## src/rtl/hsv_seq_ctrl.sv

```systemverilog
// Sequential RGB-to-HSV controller: one pixel in flight, a single shared
// serial restoring divider is used first for S and then for the hue fraction.
//
// state | meaning
// IDLE  | waiting for a pixel, in_ready=1
// LOAD  | select max/min/sector, register delta
// DIV_S | delta*255 / max, one quotient bit per cycle
// DIV_H | 60*|d| / delta, one quotient bit per cycle
// FIX   | apply sector offset and sign, wrap into 0..359
// OUT   | result held until out_ready
module hsv_seq_ctrl #(
    parameter int W        = 10,
    parameter int DIV_ITER = 16
) (
    input  logic                clk,
    input  logic                rst_n,
    input  logic                in_valid,
    output logic                in_ready,
    input  logic signed [W-1:0] R,
    input  logic signed [W-1:0] G,
    input  logic signed [W-1:0] B,
    output logic                out_valid,
    input  logic                out_ready,
    output logic [W-1:0]        H,
    output logic [W-1:0]        S,
    output logic [W-1:0]        V,
    output logic                busy
);
    localparam int CW = $clog2(DIV_ITER);
    localparam logic [1:0] SEC_R = 2'd0;
    localparam logic [1:0] SEC_G = 2'd1;
    localparam logic [1:0] SEC_B = 2'd2;
    localparam logic signed [W-1:0] C_ZERO = '0;
    localparam logic signed [W-1:0] C_255  = W'(255);

    typedef enum logic [2:0] {IDLE, LOAD, DIV_S, DIV_H, FIX, OUT} state_t;
    state_t state, state_nx;

    logic [7:0]          r_q, g_q, b_q, delta_q, divisor_q, rem_q;
    logic [1:0]          sector_q;
    logic                dneg_q;
    logic [DIV_ITER-1:0] quo_q;
    logic [CW-1:0]       cnt_q;

    logic [7:0]          sel_max, sel_min, sel_delta;
    logic [1:0]          sel_sec;
    logic [8:0]          d;
    logic [7:0]          dmag;
    logic [DIV_ITER-1:0] num_s, num_h, quo_nx;
    logic [8:0]          trial;
    logic                ge;
    logic [7:0]          rem_nx;
    logic                last;
    logic signed [10:0]  h_off, h_q, h_sum;

    function automatic logic [7:0] clamp8(input logic signed [W-1:0] x);
        if (x < C_ZERO)     return 8'd0;
        else if (x > C_255) return 8'd255;
        else                return x[7:0];
    endfunction

    // Strict comparisons give the tie rules: R==G>B -> G, anything with B tied for max -> B.
    always_comb begin
        sel_max = b_q;
        sel_min = r_q;
        sel_sec = SEC_B;
        if (r_q > g_q && r_q > b_q) begin
            sel_max = r_q;
            sel_sec = SEC_R;
            sel_min = (g_q > b_q) ? b_q : g_q;
        end else if (r_q > g_q) begin
            sel_max = b_q;
            sel_sec = SEC_B;
            sel_min = g_q;
        end else if (g_q > b_q) begin
            sel_max = g_q;
            sel_sec = SEC_G;
            sel_min = (r_q > b_q) ? b_q : r_q;
        end
        sel_delta = sel_max - sel_min;
        num_s     = DIV_ITER'(sel_delta) * DIV_ITER'(255);
    end

    always_comb begin
        case (sector_q)
            SEC_R:   d = {1'b0, g_q} - {1'b0, b_q};
            SEC_G:   d = {1'b0, b_q} - {1'b0, r_q};
            default: d = {1'b0, r_q} - {1'b0, g_q};
        endcase
        dmag  = d[8] ? 8'(-d) : d[7:0];
        num_h = DIV_ITER'(dmag) * DIV_ITER'(60);
    end

    // One restoring step: remainder stays below the 8-bit divisor.
    always_comb begin
        trial  = {rem_q, quo_q[DIV_ITER-1]};
        ge     = trial >= {1'b0, divisor_q};
        rem_nx = ge ? 8'(trial - {1'b0, divisor_q}) : trial[7:0];
        quo_nx = {quo_q[DIV_ITER-2:0], ge};
        last   = cnt_q == CW'(DIV_ITER - 1);
    end

    always_comb begin
        case (sector_q)
            SEC_R:   h_off = 11'sd0;
            SEC_G:   h_off = 11'sd120;
            default: h_off = 11'sd240;
        endcase
        h_q   = {4'b0, quo_q[6:0]};
        h_sum = dneg_q ? h_off - h_q : h_off + h_q;
        if (h_sum < 0) h_sum = h_sum + 11'sd360;
    end

    always_ff @(posedge clk or negedge rst_n) begin
        if (!rst_n) state <= IDLE;
        else        state <= state_nx;
    end

    always_comb begin
        state_nx = state;
        case (state)
            IDLE:    if (in_valid) state_nx = LOAD;
            LOAD:    state_nx = (sel_delta == 8'd0) ? OUT : DIV_S;
            DIV_S:   if (last) state_nx = DIV_H;
            DIV_H:   if (last) state_nx = FIX;
            FIX:     state_nx = OUT;
            OUT:     if (out_valid && out_ready) state_nx = IDLE;
            default: state_nx = IDLE;
        endcase
    end

    assign in_ready = (state == IDLE);
    assign busy     = (state != IDLE);

    always_ff @(posedge clk or negedge rst_n) begin
        if (!rst_n) begin
            r_q <= '0; g_q <= '0; b_q <= '0;
            delta_q <= '0; divisor_q <= '0; rem_q <= '0;
            sector_q <= '0; dneg_q <= 1'b0; quo_q <= '0; cnt_q <= '0;
            H <= '0; S <= '0; V <= '0; out_valid <= 1'b0;
        end else begin
            case (state)
                IDLE: if (in_valid) begin
                    r_q <= clamp8(R);
                    g_q <= clamp8(G);
                    b_q <= clamp8(B);
                end
                LOAD: begin
                    V         <= W'(sel_max);
                    delta_q   <= sel_delta;
                    sector_q  <= sel_sec;
                    divisor_q <= sel_max;
                    rem_q     <= '0;
                    quo_q     <= num_s;
                    cnt_q     <= '0;
                    if (sel_delta == 8'd0) begin
                        H <= '0;
                        S <= '0;
                    end
                end
                DIV_S: if (last) begin
                    S         <= W'(quo_nx[7:0]);
                    divisor_q <= delta_q;
                    rem_q     <= '0;
                    quo_q     <= num_h;
                    dneg_q    <= d[8];
                    cnt_q     <= '0;
                end else begin
                    rem_q <= rem_nx;
                    quo_q <= quo_nx;
                    cnt_q <= cnt_q + 1'b1;
                end
                DIV_H: begin
                    rem_q <= rem_nx;
                    quo_q <= quo_nx;
                    cnt_q <= last ? '0 : cnt_q + 1'b1;
                end
                FIX: H <= W'(h_sum);
                OUT: out_valid <= !(out_valid && out_ready);
                default: ;
            endcase
        end
    end
endmodule

```

## config.mk

```make
export PLATFORM = sky130hd
export DESIGN_NAME = hsv_seq_ctrl
export DESIGN_NICKNAME = d
export VERILOG_FILES = /design/src/rtl/hsv_seq_ctrl.sv
export SDC_FILE = /design/constraint.sdc
export NUM_CORES = 1
export LEC_CHECK = 0
export CORE_MARGIN = 2
export CORE_UTILIZATION = 56
export CTS_CLUSTER_SIZE = 16
export DETAILED_ROUTE_END_ITERATION = 7
export DONT_BUFFER_PORTS = 1
export PLACE_DENSITY_LB_ADDON = 0.05
export SLEW_MARGIN = 10
export SYNTH_ARGS = -nofsm -noshare
export SYNTH_HDL_FRONTEND = slang
export SYNTH_SLANG_ARGS = --single-unit
```

## constraint.sdc

```tcl
create_clock -name clk -period 9.21 [get_ports clk]
set_clock_uncertainty 0.2 [all_clocks]
set_input_delay 2.763 -clock clk [delete_from_list [all_inputs] [get_ports clk]]
set_output_delay 2.763 -clock clk [all_outputs]
set_load 0.01 [all_outputs]
```

### After elaboration in Yosys (flattened, before gate mapping)

Index checks and enable logic that the tools add are counted.

| operators by class | value |
|---|---|
| add/sub/neg operators | 10 |
| multipliers | 2 |
| divide/modulo/power cells | 0 |
| magnitude comparators | 11 |
| equal/unequal tests | 12 |
| shift operators | 0 |
| muxes and demuxes | 41 |
| bitwise logic cells | 0 |
| reduce and logical (&&, ||, !) cells | 18 |

Operators with widths:

| kind | number |
|---|---|
| $mux 8 | 18 |
| $pmux 16 s3 | 1 |
| $pmux 10 s2 | 2 |
| $pmux 8 s2 | 2 |
| $gt 10x9->1 const B | 3 |
| $lt 10x1->1 const B | 3 |
| $mux 10 | 3 |
| $sub 8x8->9 | 3 |
| $gt 8x8->1 | 3 |
| $pmux 8 s3 | 1 |
| $pmux 3 s6 | 1 |
| $pmux 9 s2 | 1 |
| $mul 8x8->16 const B | 1 |
| $mux 16 | 1 |
| $sub 8x8->8 | 2 |
| $mux 3 | 5 |
| $mul 8x4->12 const B | 1 |
| $add 11x8->11 | 1 |
| $lt 11x1->1 const B | 1 |
| $mux 11 | 1 |
| $sub 11x8->11 | 1 |
| $add 10x10->10 const B | 1 |
| $ne 2x2->1 const B | 5 |
| $ge 9x8->1 | 1 |
| 21 further kinds | 32 |

| word-level totals | value |
|---|---|
| register bits after elaboration | 103 |
| latch bits | 0 |
| RAM bits | 0 |
| ROM bits | 0 |
| input bits | 34 |
| memories kept | 0 |

### Longest topological paths before layout

| logic depth | value |
|---|---|
| depth in word-level cells | 9 |
| depth in mapped cells | 34 |
| mapped depth without buffers | 33 |

### Worst setup path after synthesis

Ideal clock, no wire load.

| path | value |
|---|---|
| kind | reg-to-reg |
| start point | register g_q[1] |
| end point | register quo_q[13] |
| setup time | 0.083 ns |
| arrival time | 7.300 ns |
| required time | 8.927 ns |
| setup slack | 1.628 ns |
| cell stages (with the launch flop) | 35 |
| buffers on the path | 1 |
| clock period less this slack | 7.582 ns |
| path through | dfrtp_1 inv_1 ha_1 nor2b_1 o31ai_1 a211oi_2 or2_4 buf_6 nor2_1 a21oi_1 a21oi_1 inv_1 ha_1 nor2b_1 o21a_1 o21a_1 o21ai_0 a21oi_1 and3_4 or2_4 xor2_1 ha_1 inv_1 fa_1 fa_1 fa_1 inv_1 ha_1 or3_1 o21ai_0 a21oi_1 a211oi_1 xor2_1 a221o_1 o21ai_0 |

| on the way | value |
|---|---|
| word-level cells in the longest chain between the ends | 7 |
| elaborated cells between the ends (all ways) | 20 |

RTL lines:

| item | line | RTL |
|---|---|---|
| start, declared | 39 | `logic [7:0] r_q, g_q, b_q, delta_q, divisor_q, rem_q;` |
| start signal, assigned | 145 | `g_q <= clamp8(G);` |
| $gt 8x8->1 | 70, 75 |  |
| $mux 8 | 75 | `end else if (g_q > b_q) begin` |
| $mux 8 | 71 | `end else if (r_q > g_q) begin` |
| $mux 8 | 67 | `if (r_q > g_q && r_q > b_q) begin` |
| $sub 8x8->8 * | 80 | `sel_delta = sel_max - sel_min;` |
| net sel_delta[7] | 45 | `logic [7:0] sel_max, sel_min, sel_delta;` |
| $mul 8x8->16 * | 81 | `num_s = DIV_ITER'(sel_delta) * DIV_ITER'(255);` |
| $pmux 16 s3 * | 142 | `case (state)` |
| end signal, assigned | 154 | `quo_q <= num_s;` |
| end signal, assigned | 165 | `quo_q <= num_h;` |
| end signal, assigned | 170 | `quo_q <= quo_nx;` |
| end, declared | 42 | `logic [DIV_ITER-1:0] quo_q;` |

Mark *: on every way through the listed nets, which the timed path passes. The rest lies on a longest branch.
A chain may end at the register's enable or synchronous reset.

### Final worst setup path

| path | value |
|---|---|
| start point | register g_q[1] |
| end point | register quo_q[13] |

| on the way | value |
|---|---|
| word-level cells in the longest chain between the ends | 7 |
| elaborated cells between the ends (all ways) | 20 |

RTL lines:

| item | line |
|---|---|
| $gt 8x8->1 | 75 |
| $mux 8 | 75 |
| $mux 8 | 71 |
| $mux 8 * | 67 |
| net sel_max[1] | 45 |
| $sub 8x8->8 * | 80 |
| net sel_delta[7] | 45 |
| $mul 8x8->16 * | 81 |
| $pmux 16 s3 * | 142 |

Marked as above.

==> impl_results.md <==
- Status: completed
- Number of clock buffers inserted by TritonCTS: 9
- HPWL after detailed placement: between 15,000 and 20,000 um
- Number of flops mapped to enable cells by yosys: 0
- Share of synthesized registers carrying an async set or reset: 100%
- Maximum level of the CTS H-tree: 3
- Final wirelength: 23,800 um
- Standard cell core area: approximately 17,000 um^2
- TritonRoute pass-1 iters: 5
- Sink count of the clock tree: 101
- Proportion of synthesized chip area in sequential cells: 25.9%
- Cells after Synth: 1,139
- # hold bufs at CTS: 0
- Critical path endpoint category: flip-flop
- Final weighted congestion of routability-driven global placement: 0.893
- Area overhead of the layout relative to synthesis: 4.66%
- Max Fclk: 117 MHz
- Clock latency of the later-clocked register in the worst-skew pair: 0.36 ns
- Post-Synthesis Mean Instance Area: approximately 8.6 um^2
- Total overflow reported by the global router: 0
- Min Tclk post-route: 8.54 ns
- I/O pin count: between 60 and 70
- Number of nets with antenna violations after routing: 0
- Placed cell count: between 1,000 and 1,500
- Largest area contributor in the netlist: sky130_fd_sc_hd__dfrtp_1
- Quantity of gates resized following cts: 0
- Final hold violation count: 0
- Unrepaired setup endpoints after global routing: no
- Buffers inserted by post-CTS timing repair: 0
- Die ar.: 18,500 um^2
- Most used standard cell by instance count after synthesis: sky130_fd_sc_hd__inv_1
- Launching element type of the critical path: flip-flop
- Fin worst setup slack: around 0.67 ns
- Warnings, synthesis: 0
- Number of failing setup endpoints in the final timing report: 0
- Area share of the largest cell type after synthesis: roughly a quarter
- Ranking of synthesized cells by instance count: sky130_fd_sc_hd__inv_1, sky130_fd_sc_hd__nand2_1, sky130_fd_sc_hd__ha_1, sky130_fd_sc_hd__dfrtp_1, sky130_fd_sc_hd__nor2_1
- Clock Tree Root: sky130_fd_sc_hd__clkbuf_16
- Via count of the first global-routing pass: between 7,000 and 8,000
- Routed vias/inst: 5.83
- Worst min-delay path class: flip-flop to flip-flop
- Number of storage elements in the synthesis netlist: 101
- Setup TNS: 0 ns
- Cell Rows: 48
- Number of DRC markers in iteration 0: 487
- Synth area leaders: sky130_fd_sc_hd__dfrtp_1, sky130_fd_sc_hd__ha_1, sky130_fd_sc_hd__fa_1
- Clock-pin transition on the worst setup and hold timing paths: 0.08 ns
- Starting density of the core: around 57%
- Max-Slew Margin vs Limit: a little over a fifth
- Cell repeated most along the worst path: sky130_fd_sc_hd__ha_1
- Aggregate global-route resource usage: ~27%
- Antenna violations before repair: 0
- DRC violations left: 0
- Transition at the pin with the smallest max-transition slack: 1.18 ns
- Count of vias placed by the detailed router: 7,846
- Setup Crit Path Kind: flip-flop to flip-flop
- Number of diodes: 0
- Number of maximum-capacitance constraint violations: 0
- Final net count: approximately 1,300
- Data arrival, critical path: 8.63 ns
- CP max-delay cell: sky130_fd_sc_hd__fa_1
- Worst hold slack after final layout: 0.285 ns
- First-pass GRT wire length: between 30,000 and 40,000 um
- Average detailed-routed wire length per instance: 17.7 um
- Final worst path period share: between 90% and 100%
- Post-Place Worst Slack: roughly 0.75 ns
- Number of distinct library cell variants in the gate-level netlist after synthesis: 80
- Final standard cell count with taps included and fillers excluded: 1,346
- Deepest clock path buffer count: 2
- Height of the die: about 140 um
- Fin. max-slew vios: 0
- Horizontal die dimension: 136 um
- Maximum number of pins on one net before global-route repair: 102
- Max stage delay on crit path: 0.54 ns
- CTS tree: yes
- Cell area after synthesis: 9760 um^2
- CP required: roughly 9.3 ns
- Crit path max fanout: 21
- Share of cells above drive strength 1: approximately 5.4%
- Synth Flop Type: sky130_fd_sc_hd__dfrtp_1
- Buffers added on ports: 0
## cells in the final DEF (no fill, tap or decap), drive strengths merged, types with 4 or more instances in the layout
| cell type | Yosys | routed |
|---|---|---|
| a211o | 8 | 8 |
| a211oi | 7 | 7 |
| a21boi | 7 | 7 |
| a21o | 18 | 18 |
| a21oi | 67 | 67 |
| a22o | 14 | 14 |
| a22oi | 5 | 5 |
| a31oi | 14 | 14 |
| and2 | 4 | 4 |
| and3 | 4 | 4 |
| buf | 22 | 7 |
| clkbuf | 22 | 9 |
| conb | 1 | 4 |
| dfrtp | 101 | 101 |
| fa | 42 | 42 |
| ha | 110 | 110 |
| inv | 135 | 138 |
| mux2 | 8 | 8 |
| mux2i | 14 | 14 |
| nand2 | 115 | 115 |
| nand2b | 5 | 5 |
| nand3 | 8 | 8 |
| nand4 | 9 | 9 |
| nor2 | 89 | 89 |
| nor2b | 15 | 15 |
| nor3 | 21 | 21 |
| o211ai | 9 | 9 |
| o21a | 11 | 11 |
| o21ai | 94 | 94 |
| o2bb2ai | 4 | 4 |
| o31a | 6 | 6 |
| o31ai | 34 | 34 |
| or2 | 8 | 8 |
| or3 | 7 | 7 |
| xnor2 | 36 | 36 |
| xor2 | 28 | 28 |
## stage by stage
| step | cell area (um^2) | util, % |
|---|---|---|
| after global placement | 9910 | 57.7 |
| final | 10200 | 59.5 |
| after detailed placement | 9910 | 57.7 |
| after CTS | 10200 | 59.5 |
| after floorplan | 9780 | - |
| after global routing | 10200 | 59.5 |
## routing by layer
metal	track usage [%]	routed length [um]	vias to the layer above
li1	-	-	3893
met1	37.1	11200	3747
met2	44.9	11100	167
met3	3.21	811	39
met4	10.8	682	0
met5	0	0	-
## worst max-delay path: cells and delay by family (launching register included)
kind	cells	cell delay [ns]
compound gates	12	2.29
xor+xnor	2	0.61
fa+ha+maj	7	2.64
buf+inv	3	0.22
flops	1	0.47
simple gates	8	2.03
## worst paths after layout
check	from	to	slack, ns	cells after the start
min in group asynchronous	rst_n	H[6]	1.89	0
worst min register to register	delta_q[5]	delta_q[5]	0.28	2
worst max register to register	g_q[1]	quo_q[13]	0.67	32
worst min-delay path	delta_q[5]	delta_q[5]	0.28	2
worst max-delay path	g_q[1]	quo_q[13]	0.67	32
max in group asynchronous	rst_n	V[1]	6.73	0
## kinds of logic (layout without fill, tap and decap cells)
family | count (synthesis) | in the layout | synth area share [%]
DFF | 101 | 101 | 25.9
buffers and inverters | 179 | 158 | 7.20
adders and majority gates | 152 | 152 | 22.7
and+or+nand+nor | 292 | 292 | 13.4
muxes | 22 | 22 | 2.36
AOI/OAI and AO/OA | 328 | 328 | 22.6
xor gates and xnor gates | 64 | 64 | 5.82
other | 1 | 4 | 0.0384
## layout make-up
cell class	instances	area (um^2)
clock buffers	9	225
inverters	135	507
fillers	1600	6960
repair buffers	7	52.6
flip-flops and latches	101	2530
clock inverters	7	81.3
multi-input cells	862	6550
well taps	225	282
## sequential cells by signal, indices dropped and copies added (netlist names), 3 cells and up
register / cells
H: 10
S: 8
V: 8
b_q: 8
cnt_q: 4
delta_q: 8
divisor_q: 8
g_q: 8
quo_q: 16
r_q: 8
rem_q: 8
state: 3
Power is not shown: default switching activity piles up to over one toggle a cycle in this logic, so the estimate is an artifact.
